### src/rtl/m68k_dtack_gen.sv
// m68k_dtack_gen: address-class decoder and DTACK generator for a 68k bus.
// Each strobe is classed once as ROM, RAM, IO or unmapped. nDTACK is then
// asserted after that class's programmed number of wait cycles.
// Optional feature: define M68K_BUS_TIMEOUT_EN to acknowledge unmapped
// accesses after TIMEOUT_CYCLES edges and pulse TIMEOUT_ERR when that happens.
// Without the macro, unmapped accesses are never acknowledged.
module m68k_dtack_gen #(
  parameter int unsigned WAIT_ROM       = 0,
  parameter int unsigned WAIT_RAM       = 0,
  parameter int unsigned WAIT_IO        = 1,
  parameter int unsigned TIMEOUT_CYCLES = 64
) (
  input  logic        CLK_68KCLK,
  input  logic        RESET,
  input  logic [23:1] M68K_ADDR,
  input  logic        nAS,
  output logic        nDTACK,
  output logic [2:0]  REGION,
  output logic        TIMEOUT_ERR
);

  localparam int unsigned CNT_W = 8;

  localparam logic [2:0] ST_END   = 3'd0;
  localparam logic [2:0] ST_IDLE  = 3'd1;
  localparam logic [2:0] ST_WAIT  = 3'd2;
  localparam logic [2:0] ST_ACK   = 3'd3;
  localparam logic [2:0] ST_UNMAP = 3'd4;

  localparam logic [2:0] REG_NONE = 3'b000;
  localparam logic [2:0] REG_ROM  = 3'b001;
  localparam logic [2:0] REG_RAM  = 3'b010;
  localparam logic [2:0] REG_IO   = 3'b100;

  logic [2:0]       state;
  logic [2:0]       state_nxt;
  logic [CNT_W-1:0] cnt;
  logic [CNT_W-1:0] cnt_nxt;
  logic [2:0]       region_nxt;
  logic             ndtack_nxt;
  logic [2:0]       dec_region;
  logic [CNT_W-1:0] dec_wait;
  logic             unused_addr_low;

  // Only the top nibble selects the class; the rest of the address is ignored.
  assign unused_addr_low = ^M68K_ADDR[19:1];

  // Address-class decode of the current bus address.
  always_comb begin
    dec_region = REG_NONE;
    dec_wait   = '0;
    case (M68K_ADDR[23:20])
      4'h0, 4'h2, 4'hC: begin
        dec_region = REG_ROM;
        dec_wait   = CNT_W'(WAIT_ROM);
      end
      4'h1, 4'hD: begin
        dec_region = REG_RAM;
        dec_wait   = CNT_W'(WAIT_RAM);
      end
      4'h3, 4'h4: begin
        dec_region = REG_IO;
        dec_wait   = CNT_W'(WAIT_IO);
      end
      default: begin
        dec_region = REG_NONE;
        dec_wait   = '0;
      end
    endcase
  end

`ifdef M68K_BUS_TIMEOUT_EN
  logic terr_nxt;
`endif

  // Next-state, counter and output values for the bus-cycle FSM.
  always_comb begin
    state_nxt  = state;
    cnt_nxt    = cnt;
    region_nxt = REGION;
    ndtack_nxt = nDTACK;
`ifdef M68K_BUS_TIMEOUT_EN
    terr_nxt   = 1'b0;
`endif
    case (state)
      ST_END: begin
        ndtack_nxt = 1'b1;
        region_nxt = REG_NONE;
        if (nAS) state_nxt = ST_IDLE;
      end
      ST_IDLE: begin
        ndtack_nxt = 1'b1;
        region_nxt = REG_NONE;
        if (!nAS) begin
          region_nxt = dec_region;
          if (dec_region == REG_NONE) begin
            state_nxt = ST_UNMAP;
            cnt_nxt   = CNT_W'(TIMEOUT_CYCLES);
          end else if (dec_wait == '0) begin
            state_nxt  = ST_ACK;
            ndtack_nxt = 1'b0;
          end else begin
            state_nxt = ST_WAIT;
            cnt_nxt   = dec_wait;
          end
        end
      end
      ST_WAIT: begin
        ndtack_nxt = 1'b1;
        if (nAS) begin
          // CPU abandoned the cycle before it was acknowledged.
          state_nxt  = ST_IDLE;
          region_nxt = REG_NONE;
        end else if (cnt == CNT_W'(1)) begin
          state_nxt  = ST_ACK;
          ndtack_nxt = 1'b0;
        end else begin
          cnt_nxt = cnt - CNT_W'(1);
        end
      end
      ST_ACK: begin
        ndtack_nxt = 1'b0;
        if (nAS) begin
          state_nxt  = ST_IDLE;
          ndtack_nxt = 1'b1;
          region_nxt = REG_NONE;
        end
      end
      ST_UNMAP: begin
        ndtack_nxt = 1'b1;
        if (nAS) begin
          state_nxt  = ST_IDLE;
          region_nxt = REG_NONE;
        end
`ifdef M68K_BUS_TIMEOUT_EN
        else if (cnt == CNT_W'(1)) begin
          state_nxt  = ST_ACK;
          ndtack_nxt = 1'b0;
          terr_nxt   = 1'b1;
        end else begin
          cnt_nxt = cnt - CNT_W'(1);
        end
`endif
      end
      default: begin
        state_nxt  = ST_END;
        ndtack_nxt = 1'b1;
        region_nxt = REG_NONE;
      end
    endcase
  end

  // State, counter and registered outputs; reset overrides everything.
  always_ff @(posedge CLK_68KCLK) begin
    if (RESET) begin
      state  <= ST_END;
      cnt    <= '0;
      nDTACK <= 1'b1;
      REGION <= REG_NONE;
    end else begin
      state  <= state_nxt;
      cnt    <= cnt_nxt;
      nDTACK <= ndtack_nxt;
      REGION <= region_nxt;
    end
  end

`ifdef M68K_BUS_TIMEOUT_EN
  // One-cycle pulse marking an unmapped access acknowledged by timeout.
  always_ff @(posedge CLK_68KCLK) begin
    if (RESET) TIMEOUT_ERR <= 1'b0;
    else       TIMEOUT_ERR <= terr_nxt;
  end
`else
  assign TIMEOUT_ERR = 1'b0;
`endif

endmodule
### config.mk
export PLATFORM = sky130hd
export DESIGN_NAME = m68k_dtack_gen
export DESIGN_NICKNAME = d
export VERILOG_FILES = /design/src/rtl/m68k_dtack_gen.sv
export SDC_FILE = /design/constraint.sdc
export NUM_CORES = 1
export LEC_CHECK = 0
export CAP_MARGIN = 20
export CORE_UTILIZATION = 25
export DETAILED_ROUTE_END_ITERATION = 12
export PLACE_DENSITY = 0.54
export SETUP_SLACK_MARGIN = 0.15
export SKIP_LAST_GASP = 1
export SLEW_MARGIN = 0
export SYNTH_ARGS = -nofsm -noshare
export SYNTH_HDL_FRONTEND = slang
export SYNTH_SLANG_ARGS = --single-unit
### constraint.sdc
create_clock -name CLK_68KCLK -period 2.78 [get_ports CLK_68KCLK]
set_input_delay 0.556 -clock CLK_68KCLK [delete_from_list [all_inputs] [get_ports CLK_68KCLK]]
set_output_delay 0.556 -clock CLK_68KCLK [all_outputs]
set_load 0.1 [all_outputs]
**After elaboration in Yosys (flattened, before gate mapping)**

Index checks and enable logic that the tools add are counted.

- Bits in writable memories: 0
- ROM bits: 0
- Output and inout bits: 5
- Memories kept: 0
- Input port bits: 26
- Bits in latches: 0
- Register bits after elaboration: 15

- Bitwise operators: 0
- Multipliers: 0
- Div/mod/pow operators: 0
- Eq/ne operators: 18
- Add/sub/neg operators: 1
- Shift operators: 0
- Reductions and logical operators: 12
- Muxes and demuxes: 25
- Order comparisons: 0

Operators with widths:

| operator | count |
|---|---|
| $mux 8 | 5 |
| $mux 3 | 7 |
| $pmux 3 s3 | 2 |
| $pmux 8 s2 | 1 |
| $reduce_or 3->1 | 3 |
| $eq 4x2->1 const B | 2 |
| $eq 4x4->1 const B | 2 |
| $eq 8x1->1 const B | 1 |
| $logic_not 8->1 | 1 |
| $mux 1 | 8 |
| $sub 8x1->8 const B | 1 |
| $eq 3x2->1 const B | 2 |
| $logic_not 3->1 | 2 |
| $ne 2x2->1 const B | 3 |
| $ne 3x3->1 const B | 2 |
| $pmux 3 s2 | 1 |
| $reduce_and 5->1 | 1 |
| $eq 4x1->1 const B | 1 |
| $eq 4x3->1 const B | 1 |
| $logic_not 4->1 | 1 |
| $ne 2x1->1 const B | 2 |
| $reduce_or 2->1 | 2 |
| $eq 3x1->1 const B | 1 |
| $eq 3x3->1 const B | 1 |
| 3 further kinds | 3 |

**Logic depth before layout (Yosys ltp)**

Gate-level depths: netlist of run 1.

- Word-level depth: 8
- Depth in mapped cells: 7
- Gate-level depth less buffers: 7

**Worst setup path after synthesis of run 1**

OpenSTA, ideal clock, no wires.

- Path type: register -> register
- Start point: register cnt[0]
- End point: register cnt[3]
- Period minus slack after synthesis: 1.883 ns
- Setup slack: 0.897 ns
- Data arrival time: 1.810 ns
- Setup time: 0.073 ns
- Stages on the path, launching flop included: 7
- Path through: dfxtp_1 ha_1 or3b_2 or3b_4 o211a_2 and3_1 nor3_2

- Word-level cells in the longest chain between the ends: 4
- Elaborated cells between the ends (all ways): 7

Ends and longest elaborated chain:

| item | RTL line | source |
|---|---|---|
| start, declared | 37 | `logic [CNT_W-1:0] cnt;` |
| start signal, assigned | 162 | `cnt <= cnt_nxt;` |
| $sub 8x1->8 | 118 | `cnt_nxt = cnt - CNT_W'(1);` |
| $mux 8 | 114 | `end else if (cnt == CNT_W'(1)) begin` |
| $mux 8 | 110 | `if (nAS) begin` |
| $pmux 8 s2 | 85 | `case (state)` |

Several ways; a longest one is shown, not always the timed one. The select of a mux whose other input is x is not followed.
A chain may end at the register's enable or synchronous reset.

**Worst setup path in the final report of run 1**

- Start point: input port M68K_ADDR[20] in the netlist's numbering
- End point: register cnt[3]

- Word-level cells in the longest chain between the ends: 7
- Elaborated cells between the ends (all ways): 19

Ends and longest elaborated chain:

| item | RTL line | source |
|---|---|---|
| start, declared | 15 | `input logic [23:1] M68K_ADDR,` |
| $eq 4x2->1 (tied with other cells) | 52 | `case (M68K_ADDR[23:20])` |
| $reduce_or 3->1 or $reduce_or 2->1 (tied branches) | 52 |  |
| $pmux 3 s3 | 52 |  |
| $logic_not 3->1 | 96 | `if (dec_region == REG_NONE) begin` |
| $mux 8 | 96 |  |
| $mux 8 | 94 | `if (!nAS) begin` |
| $pmux 8 s2 | 85 |  |

Several ways; a longest one is shown, not always the timed one. The select of a mux whose other input is x is not followed.

==> impl_metrics.yaml, run 1 <==
placement:
  dp_cells: 172
  gp_congestion: 0.800
  io_buffers: 10
  dp_hpwl_mm: 1.58
cts:
  clock_latency_ns: 0.25
  root_buffer: "clkbuf_8"
  cts_buffers: 3
  hold_buffers: 0
  htreeDepth: 1
  post_cts_buffers: 0
  cts_buffer_depth: 2
  cts_sinks: 15
  cts_tree: "done"
  post_cts_resized: 0
  clk_pin_slew_ns: 0.06
min_path:
  min_to: "cnt[5]"
  min-delay-start: "cnt[5]"
  min_delay_path_depth: 2
  min_path_type: "reg -> reg"
synthesis:
  synth_area_leader_cell: "dfxtp_1"
  synthesis.area_sq_um: 936
  ys_types: 41
  yosys-top-cells-area: "dfxtp_1 32%, nor2_1 8.0%, a21oi_1 7.0%"
  synth_edf_count: 0
  synth-async-reset-ratio_pct: 0
  syn-instance-count: 123
  synth.most_common_cell: "nor2_1"
  ys_seq_area_share_pct: 32.1
  yosys-top-cells-count: "20 x nor2_1, 15 x dfxtp_1, 13 x a21oi_1"
  ys_seq_elements: 15
  avgSynthCellArea_sq_um: 7.61
  synth_top_area_share_pct: 32.1
  syn_nets: 151
  yosys_warnings: 0
  synthFlopType: "dfxtp_1"
floorplan:
  start_util_pct: 27.0
  num_rows: 21
  fp.dieW_um: 63.2
  num_io_pins: 31
  core_sq_mm: 0.00347
  die-area_sq_mm: 0.00399
  die_h_um: 63.2
detailed_routing:
  drt-total-wl_mm: 2.13
  ant_nets: 0
  routed-via-count: 886
  drc: 0
  drt_iter0_drc: 71
  wl_per_cell_um: 12.1
  viasPerCell: 5.03
  dr.pass1.iters: 4
worst_setup_path:
  r2r_setup_slack_ns: 0.77
  arrival_ns: 2.26
  path_max_fanout: 6
  worstPathCellList: "clkdlybuf4s50_1 > or3_1 > o21a_1 > o211a_2 > and3_1 > nor3_2"
  critical_path_class: "in -> reg"
  cp_slowest_stage_delay_ns: 0.49
  rr_endpoint: "cnt[3]"
  r2r_cells: 6
  slowest_stage: "clkdlybuf4s50_1"
  worstPathRequired_ns: 2.96
  path_buf_inv: 1
  r2r_start: "cnt[0]"
  end_kind: "flop"
  cpLargestDelayFamily: "simple AND/OR/NAND/NOR gates"
  cp-start-kind: "input pin"
sta:
  finalHoldViolCount: 0
  finClkSkew_ns: 0.00257
  worst_pin_slew_ns: 0.625
  fmax_mhz: 479
  slew_headroom_pct: 58.2
  rsz0062_at_grt: "no"
  final_max_slew_viol_count: 0
  period_needed_ns: 2.09
  period_share_pct: 75.0
  setup_violations: 0
  fin_tns_setup_ns: 0
status:
  outcome: "finished clean"
pwr:
  peakVddDrop_uv: 120
  p_per_area_mw_per_mm2: 474
  fin_total_pwr_mw: 0.520
  p_leak_nw: 0.398
global_routing:
  grt_pass1_wl_mm: 3.70
  antenna_found_initial: 0
  overflow: 0
  grt_pass1_vias: 806
  grt.total_usage_pct: 11.8
  grt_start_max_net_pins: 17
finish:
  synthToLayoutAreaGrowth_pct: 17.4
  layout.cells.non_filler: 176
  fin_util_pct: 31.7
  drive_gt1_share_pct: 11.5
  nets: 159
  diodes: 0
flow_run:
  drv_cap: 0
## metrics by stage
step / worst slack [ns] / instance area (sq um) / hold WS, ns
floorplan: 0.897 / 936 / 0.441
global placement: 0.495 / 1050 / 0.477
detailed placement: 0.443 / 1050 / 0.474
CTS: 0.715 / 1100 / 0.483
global route: 0.596 / 1100 / 0.511
finish: 0.694 / 1100 / 0.483
## area by class of cell
class,instances,area [sq um]
clock buffer,4,45.0
fill,374,2370
inverter,5,18.8
multi-input combinational,95,579
sequential,15,300
tap,46,57.6
timing repair buffer,11,97.6
## where the power goes
group / switching [mW] / internal [mW] / leakage (nW) / total [mW]
sequential: 0.00902 / 0.222 / 0.122 / 0.231
combinational: 0.0681 / 0.0409 / 0.253 / 0.109
clock: 0.0786 / 0.102 / 0.0228 / 0.180
total: 0.156 / 0.365 / 0.398 / 0.520
## cell usage in the layout, fill, tap and decap left out, types with 2 or more instances in the layout
cell	synthesis	routed
o21a_1	4	4
nand3_1	2	2
a21oi_1	13	13
buf_4	1	5
clkbuf_8	0	3
nor2b_1	2	2
o31ai_1	2	2
o21ai_1	3	3
nor3_1	7	7
clkdlybuf4s50_1	0	6
ha_1	2	2
or3b_2	2	2
inv_1	5	5
nand2b_1	4	4
nor4_1	3	3
a31oi_1	2	2
o21ai_0	5	5
dfxtp_1	15	15
or3_1	3	3
nor2_1	20	20
## flip-flops by register name (all words and copies together) (netlist names)
name and count:
REGION 3, cnt 8, nDTACK 1, state 3
## how the worst max path moves through the flow
| stage | startpoint | to | slack, ns | cells after the start |
|---|---|---|---|---|
| finish | M68K_ADDR[20] | cnt[3] | 0.69 | 6 |
| floorplan | cnt[0] | cnt[3] | 0.90 | 6 |
| global route | M68K_ADDR[20] | cnt[6] | 0.60 | 6 |
| detailed placement | M68K_ADDR[20] | cnt[3] | 0.44 | 6 |
| CTS | M68K_ADDR[20] | cnt[3] | 0.71 | 6 |
| global placement | M68K_ADDR[20] | cnt[3] | 0.50 | 6 |
## worst reg2reg max path, cell delays in order (launching register included)
cell and delay (ns):
dfxtp_1 0.41, ha_1 0.20, or3b_2 0.46, or3b_4 0.40
o211a_2 0.17, and3_1 0.18, nor3_2 0.13
## cell families after synthesis
logic type               share of synthesized area [%]
other                                            0.401
XOR/XNOR                                          1.87
adder cells (fa/ha/maj)                           2.67
buffers and inverters                             6.02
multiplexers                                      1.07
flip-flops                                        32.1
AO/OA/AOI/OAI                                     26.1
AND/OR/NAND/NOR                                   29.8
## per-layer routing
layer | vias up | GRT usage [%] | part of all wire [%]
li1 | 453 | - | -
met1 | 411 | 15.1 | 48
met2 | 19 | 18.4 | 47
met3 | 3 | 2.17 | 3.8
met4 | 0 | 6.82 | 1.3
met5 | - | 0 | 0
No activity file was read; power rests on OpenSTA's default activity.
==> run 2, diff against run 1 <==
--- a/config.mk
+++ b/config.mk
@@ -8,7 +8,7 @@
 export CAP_MARGIN = 20
 export CORE_UTILIZATION = 25
 export DETAILED_ROUTE_END_ITERATION = 12
-export PLACE_DENSITY = 0.54
+export PLACE_DENSITY = 0.56
 export SETUP_SLACK_MARGIN = 0.15
 export SKIP_LAST_GASP = 1
 export SLEW_MARGIN = 0
==> constraint.sdc (replaced) <==
create_clock -name CLK_68KCLK -period 1.8 [get_ports CLK_68KCLK]
set_input_delay 0.36 -clock CLK_68KCLK [delete_from_list [all_inputs] [get_ports CLK_68KCLK]]
set_output_delay 0.36 -clock CLK_68KCLK [all_outputs]
set_load 0.1 [all_outputs]
==> impl_metrics.yaml, run 2 (synthesis results as in run 1) <==
detailed_routing:
  drt_iter0_drc: 27
  wl_per_cell_um: 12.4
  routed-via-count: 994
  viasPerCell: 4.99
  dr.pass1.iters: 4
  ant_nets: 0
  drc: 0
  drt-total-wl_mm: 2.46
floorplan:
  num_io_pins: 31
  core_sq_mm: 0.00347
  start_util_pct: 27.0
  die_h_um: 63.2
  num_rows: 21
  die-area_sq_mm: 0.00399
  fp.dieW_um: 63.2
sta:
  period_share_pct: 99.4
  period_needed_ns: 1.79
  rsz0062_at_grt: "yes"
  fin_tns_setup_ns: 0
  final_max_slew_viol_count: 0
  finClkSkew_ns: 0.00190
  setup_violations: 0
  fmax_mhz: 559
  timing.hold.ws_ns: 0.487
  finalHoldViolCount: 0
  fin_ws_ns: 0.0117
worst_setup_path:
  cpLargestDelayFamily: "simple AND/OR/NAND/NOR gates"
  worstPathRequired_ns: 2.00
  cp_slowest_stage_delay_ns: 0.54
  path_max_fanout: 6
  worstPathCellList: "or4_4 > or3b_4 > o211ai_4 > buf_6 > a32o_1"
  path_buf_inv: 1
  slowest_stage: "or4_4"
  end_kind: "flop"
  arrival_ns: 1.99
  cp-start-kind: "flop"
  critical_path_class: "reg -> reg"
global_routing:
  grt_util_met3_pct: 2.72
  overflow: 0
  grt_start_max_net_pins: 13
  grt.total_usage_pct: 13.6
  grt_pass1_vias: 919
  grt_pass1_wl_mm: 4.17
  grt-busiest-layer: "met2"
  antenna_found_initial: 0
  grt_use_met1_pct: 16.8
  grt_util_met2_pct: 21.9
finish:
  top_regs: "cnt: 8 flops, REGION: 3 flops, state: 3 flops"
  largest_reg_flops: 8
  diodes: 0
  layout_common_cells: "23 x buf_4, 20 x nor2_1, 11 x dfxtp_1, 11 x a21oi_1"
  drive_gt1_share_pct: 33.3
  nets: 182
  top_register: "cnt"
  layout.cells.non_filler: 199
  layout_commonest_cell: "buf_4"
  synthToLayoutAreaGrowth_pct: 48.5
placement:
  io_buffers: 10
  dp_hpwl_mm: 1.83
  gp_congestion: 0.843
  dp_cells: 193
  place_ws_ns: -0.214
cts:
  clock_latency_ns: 0.25
  cts_tree: "done"
  root_buffer: "clkbuf_8"
  cts_sinks: 15
  hold_buffers: 0
  htreeDepth: 1
  clk_pin_slew_ns: 0.06
  cts_buffer_depth: 2
  cts_buffers: 3
status:
  outcome: "finished clean"
pwr:
  internal_power_mw: 0.612
  p_seq_share_pct: 40.3
  p_per_area_mw_per_mm2: 631
  pwr-share-comb_pct: 27.4
  fin_total_pwr_mw: 0.878
  switching_share_pct: 30.3
  p_leak_nw: 0.544
  p_clk_share_pct: 32.3
  peakVddDrop_uv: 295
  p_sw_mw: 0.266
min_path:
  min_path_type: "reg -> reg"
flow_run:
  drv_cap: 0
[run 2: cell count changes in the layout (fill, tap and decap cells not counted), moves of 2 or more]
cell | before | now
dfxtp_2 | 0 | 4
a21oi_1 | 13 | 11
buf_12 | 0 | 4
a21oi_2 | 0 | 2
buf_4 | 5 | 23
dfxtp_1 | 15 | 11
[run 2: worst reg2reg max path: cells and delay by family (launching register included)]
| family | cells | cell delay (ns) |
|---|---|---|
| buffers and inverters | 1 | 0.14 |
| and+or+nand+nor | 2 | 0.98 |
| AOI/OAI and AO/OA | 2 | 0.29 |
| DFF | 1 | 0.32 |
[run 2: power groups by stage]
stage | clock network [mW] | registers, mW | logic [mW]
after global placement | 0 | 0.359 | 0.220
after CTS | 0.291 | 0.352 | 0.224
after detailed placement | 0 | 0.359 | 0.222
after floorplan | 0 | 0.369 | 0.124
after global routing | 0.307 | 0.355 | 0.262
final | 0.284 | 0.353 | 0.241
[run 2: path summary, 6_finish.rpt]
check | startpoint | endpoint | slack (ns) | cells past startpoint
worst max-delay path | cnt[3] | cnt[4] | 0.01 | 5
worst min-delay path | cnt[6] | cnt[6] | 0.49 | 2
worst max register to register | cnt[3] | cnt[4] | 0.01 | 5
worst min register to register | cnt[6] | cnt[6] | 0.49 | 2
[run 2: area by class of cell]
type	count	area, sq um
inverter	5	18.8
multi-input combinational	95	639
timing repair buffer	34	324
clock buffer	4	45.0
tap	46	57.6
sequential	15	305
fill	351	2080
[run 2: layer usage]
metal	vias to the layer above	wire length, um
li1	502	-
met1	462	1170
met2	26	1160
met3	4	78
met4	0	57
met5	-	0
[run 2: what timing repair did]
item	CTS	global route
setup buffers	1	1
gates resized for setup	3	8
pin swaps	6	3
cloned	0	0
hold endpoints to repair	0	0
endpoints found under the setup margin	8	12
[run 2: through the flow]
step	util, %	cell area, sq um
5_1_grt	40.1	1390
4_1_cts	38.9	1350
3_5_place_dp	36.9	1280
2_1_floorplan	-	956
3_3_place_gp	36.9	1280
6_report	40.1	1390
==> run 3, diff against run 2 <==
--- a/config.mk
+++ b/config.mk
@@ -6,11 +6,12 @@
 export NUM_CORES = 1
 export LEC_CHECK = 0
 export CAP_MARGIN = 20
+export CORE_ASPECT_RATIO = 1.2
+export CORE_MARGIN = 2
 export CORE_UTILIZATION = 25
 export DETAILED_ROUTE_END_ITERATION = 12
 export PLACE_DENSITY = 0.56
 export SETUP_SLACK_MARGIN = 0.15
-export SKIP_LAST_GASP = 1
 export SLEW_MARGIN = 0
 export SYNTH_ARGS = -nofsm -noshare
 export SYNTH_HDL_FRONTEND = slang
==> impl_metrics.yaml, run 3 (synthesis results as in run 1) <==
status:
  outcome: "complete, but fails checks"
  violations: "negative setup slack"
finish:
  nets: 184
  drive_gt1_share_pct: 36.1
  layout_common_cells: "24 x buf_4, 19 x nor2_1, 13 x dfxtp_1"
  fillers: 374
  top_regs: "cnt: 8 flops, REGION: 3 flops, state: 3 flops"
  diodes: 0
  top_register: "cnt"
  layout_commonest_cell: "buf_4"
  largest_reg_flops: 8
  synthToLayoutAreaGrowth_pct: 54.7
cts:
  cts_tree: "done"
  cts_buffer_depth: 2
  cts_sinks: 15
  cts_buffers: 3
  clk_pin_slew_ns: 0.06
  htreeDepth: 1
  root_buffer: "clkbuf_8"
  hold_buffers: 0
  clock_latency_ns: 0.25
global_routing:
  overflow: 0
  grt_start_max_net_pins: 13
  grt_pass1_vias: 963
  grt.total_usage_pct: 12.4
  antenna_found_initial: 0
  grt_pass1_wl_mm: 4.08
min_path:
  min_to: "cnt[5]"
  min_delay_path_depth: 2
  min-delay-start: "cnt[5]"
  min_path_type: "reg -> reg"
worst_setup_path:
  worstPathCellList: "inv_2 > ha_4 > or3b_4 > or3b_4 > o211a_4 > and3_4 > nor3_4"
  path_common_cell: "or3b_4"
  r2r_cells: 7
  cp-startpoint: "cnt[1]"
  path_max_fanout: 3
  r2r_start: "cnt[1]"
  arrival_ns: 1.99
  cp-start-kind: "flop"
  cp_slowest_stage_delay_ns: 0.41
  critical_path_class: "reg -> reg"
  rr_endpoint: "cnt[3]"
  worstPathRequired_ns: 1.98
  end_kind: "flop"
  r2r_setup_slack_ns: -0.008
  slowest_stage: "or3b_4"
  cpLargestDelayFamily: "simple AND/OR/NAND/NOR gates"
  path_buf_inv: 1
sta:
  setup_violations: 1
  finalHoldViolCount: 0
  fmax_mhz: 553
  period_share_pct: 100
  rsz0062_at_grt: "yes"
  final_max_slew_viol_count: 0
  fin_tns_setup_ns: -0.00751
  finClkSkew_ns: 0.00230
  fin_ws_ns: -0.00751
  period_needed_ns: 1.81
placement:
  io_buffers: 10
  gp_congestion: 0.787
  dp_hpwl_mm: 1.86
  place_ws_ns: -0.231
detailed_routing:
  drc: 0
  viasPerCell: 5.10
  ant_nets: 0
  drt-total-wl_mm: 2.51
  dr.pass1.iters: 4
  routed-via-count: 989
  wl_per_cell_um: 12.9
  drt_iter0_drc: 35
floorplan:
  start_util_pct: 26.0
  die_h_um: 71.0
  fp.dieW_um: 59.9
  core_sq_mm: 0.00360
  num_rows: 24
  die-area_sq_mm: 0.00425
  num_io_pins: 31
pwr:
  p_per_area_mw_per_mm2: 608
  p_leak_nw: 0.588
  fin_total_pwr_mw: 0.880
  peakVddDrop_uv: 220
flow_run:
  drv_cap: 0
-- run 3: timing repair --
item	CTS	global route
gates resized for setup	2	20
pin swaps	2	7
buffers inserted	0	2
setup endpoints to repair	8	11
hold endpoints to repair	0	0
-- run 3: cell type report --
type | instances | area, sq um | area share [%]
clock buffer | 4 | 45.0 | 3.11
multi-input combinational | 95 | 684 | 47.3
sequential | 15 | 303 | 20.9
timing repair buffer | 36 | 348 | 24.0
tap | 39 | 48.8 | 3.37
inverter | 5 | 18.8 | 1.30
-- run 3: power breakdown --
| part | internal [mW] | total, mW | switching, mW |
|---|---|---|---|
| combinational | 0.118 | 0.255 | 0.137 |
| clock | 0.157 | 0.274 | 0.117 |
| sequential | 0.343 | 0.351 | 0.00769 |
| total | 0.618 | 0.880 | 0.262 |
-- run 3: layer usage --
layer / global-route usage, % / share of wire, % / wire length, um
met5: 0 / 0 / 0
met3: 2.74 / 3.4 / 86
met2: 20.4 / 50 / 1250
met1: 15.0 / 44 / 1100
met4: 5.93 / 2.5 / 62
-- run 3: through the flow --
step,hold WS (ns),cells,area [sq um],util (%)
final,0.492,194,1450,40.2
after CTS,0.488,192,1350,37.4
after detailed placement,0.479,188,1290,35.7
after global placement,0.474,188,1290,35.7
after global routing,0.528,194,1450,40.2
after floorplan,0.450,123,956,-
-- run 3: worst min-delay path, cell delays in order (launching register included) --
cell	delay (ns)
dfxtp_1	0.32
nand2_1	0.06
o21ai_1	0.06
-- run 3: how the worst max path moves through the flow --
stage | cells after the start | slack [ns] | endpoint
after global routing | 7 | -0.08 | cnt[3]
after floorplan | 7 | 0.05 | cnt[3]
after global placement | 6 | -0.19 | cnt[6]
final | 7 | -0.008 | cnt[3]
after detailed placement | 6 | -0.23 | cnt[6]
after CTS | 7 | -0.006 | cnt[3]
==> edit (flow settings as in run 2) <==
The localparam `CNT_W` goes from 8 to 9.
--- a/src/rtl/m68k_dtack_gen.sv
+++ b/src/rtl/m68k_dtack_gen.sv
@@ -19,7 +19,7 @@
   output logic        TIMEOUT_ERR
 );
 
-  localparam int unsigned CNT_W = 8;
+  localparam int unsigned CNT_W = 9;
 
   localparam logic [2:0] ST_END   = 3'd0;
   localparam logic [2:0] ST_IDLE  = 3'd1;
Check against the original RTL: no difference found for any inputs over 10 cycles, from zero or initial values and one cycle with RESET high; that may be too few to reach the edited logic, so the function may still have changed.
==> edit against run 2 <==
  * Synthesized area rose by 11%
  * Routed wire length rose by 19%
  * Cell area rose by 4.7%
  * Setup slack improved by 0.12 ns
  * Power rose by 0.88%
  * Fmax rose by 7.3%
  * Largest cell class unchanged
  * Sequential cell count rose by 1
==> edit: results (changes against run 2) <==
Placement
  – Placed cell count: 189 (was 193)
  – Hpwl dp: 2.17 mm (was 1.83 mm)
  – Placer Congestion: 0.832 (was 0.843)
  – Placed Area: 0.00131 sq mm (was 0.00128 sq mm)

Layout
  – Largest registers: cnt (9), REGION (3), state (3) (was cnt (8), REGION (3), state (3))
  – Seq. cell area: 327 sq um (was 305 sq um)
  – Nets@finish: 175 (was 182)
  – Ant diodes: 0 (unchanged)
  – Layout cells sized above 1: 33.6% (was 33.3%)
  – # fillers: 396 (was 351)

Routing
  – Max Used Layer: met4 (unchanged)
  – Metal2 WL: 1.51 mm (was 1.16 mm)
  – Routed WL: 2.92 mm (was 2.46 mm)
  – Drt wl/cell: 14.9 um (was 12.4 um)
  – Via density per instance: 5.36 (was 4.99)
  – Starting DRT DRC Count: 18 (was 27)
  – Metal3 WL: 78 um (unchanged)
  – Metal-1 WL: 1.27 mm (was 1.17 mm)

Power
  – Leakage: 0.539 nW (was 0.544 nW)
  – Switching power: 0.000253 W (was 0.000266 W)
  – VDD IR max: 0.356 mV (was 0.295 mV)

CTS
  – CTS clk-pin slew, worst paths: 0.08 ns (was 0.06 ns)

Logic synthesis
  – Syn Nets: 150 (was 151)
  – Top cells by count, synth: 16 x dfxtp_1, 11 x nor2_1, 10 x a21oi_1 (was 20 x nor2_1, 15 x dfxtp_1, 13 x a21oi_1, 7 x nor3_1)
  – Synth cell types: 49 (was 41)
  – Syn Inst Count: 122 (was 123)
  – Largest cells by area after synthesis: dfxtp_1 31%, a21oi_1 4.8%, nor2_1 4.0% (was dfxtp_1 32%, nor2_1 8.0%, a21oi_1 7.0%)
  – Sequential fraction of the synthesis area: 30.7% (was 32.1%)

Setup path
  – CP peak stage delay: 0.53 ns
  – Slowest cell on crit path: or4b_4 (was or4_4)
  – Family with the most delay on the worst path: compound AO/OA/AOI/OAI gates (was simple AND/OR/NAND/NOR gates)
  – Worst endpoint data arrival time: 1.83 ns (was 1.99 ns)
  – Worst Path Max Fanout: 8 (was 6)

Status
  – Outcome: finished clean (unchanged)

Global routing
  – Total Routing Usage GR: 14.4% (was 13.6%)
  – Number of global-route vias before repair: 1065 (was 919)
  – First-pass GRT wire length: 4.81 mm (was 4.17 mm)

Timing
  – Clk_skew: 0.00692 ns (was 0.00190 ns)
## edit: cells by family after synthesis
group | synth area share, %
AO/OA/AOI/OAI | 34.9
flip-flops | 30.7
other | 0.360
buffers and inverters | 7.44
XOR/XNOR | 0.840
AND/OR/NAND/NOR | 23.3
adder cells (fa/ha/maj) | 2.40
## edit: timing repair
action | in CTS | in global routing
buffers inserted | 2 | 1
endpoints found under the setup margin | 9 | 10
pin swaps | 6 | 3
gates resized for setup | 7 | 13
## edit: cell type report
type / count / area share [%]
Inverter: 5 / 1.29
Clock buffer: 4 / 3.78
Tap cell: 50 / 4.30
Timing Repair Buffer: 29 / 19.3
Multi-Input combinational cell: 92 / 48.8
Sequential cell: 16 / 22.4
## edit: final timing paths
kind / start / to / slack [ns] / depth (start not counted)
setup / recovery: state[2] / cnt[5] / 0.13 / 4
setup reg to reg: state[2] / cnt[5] / 0.13 / 4
hold / removal: cnt[8] / cnt[8] / 0.51 / 1
hold reg to reg: cnt[8] / cnt[8] / 0.51 / 1
## edit: metal layers
| layer | global-route usage [%] | vias up |
|---|---|---|
| li1 | - | 514 |
| met1 | 16.4 | 514 |
| met2 | 25.8 | 16 |
| met3 | 2.57 | 6 |
| met4 | 6.38 | 0 |
| met5 | 0 | - |
## edit: per-stage QoR
stage	hold slack (ns)	worst slack, ns
floorplan	0.441	0.163
global placement	0.462	-0.226
detailed placement	0.476	-0.296
CTS	0.509	0.157
global route	0.536	0.0804
finish	0.513	0.133
## edit: power by group through the flow
stage	registers, W	clock network (W)	logic, W
floorplan	0.000381	0	0.0000949
global placement	0.000378	0	0.000159
detailed placement	0.000378	0	0.000165
CTS	0.000370	0.000335	0.000168
global route	0.000371	0.000358	0.000192
finish	0.000370	0.000337	0.000178
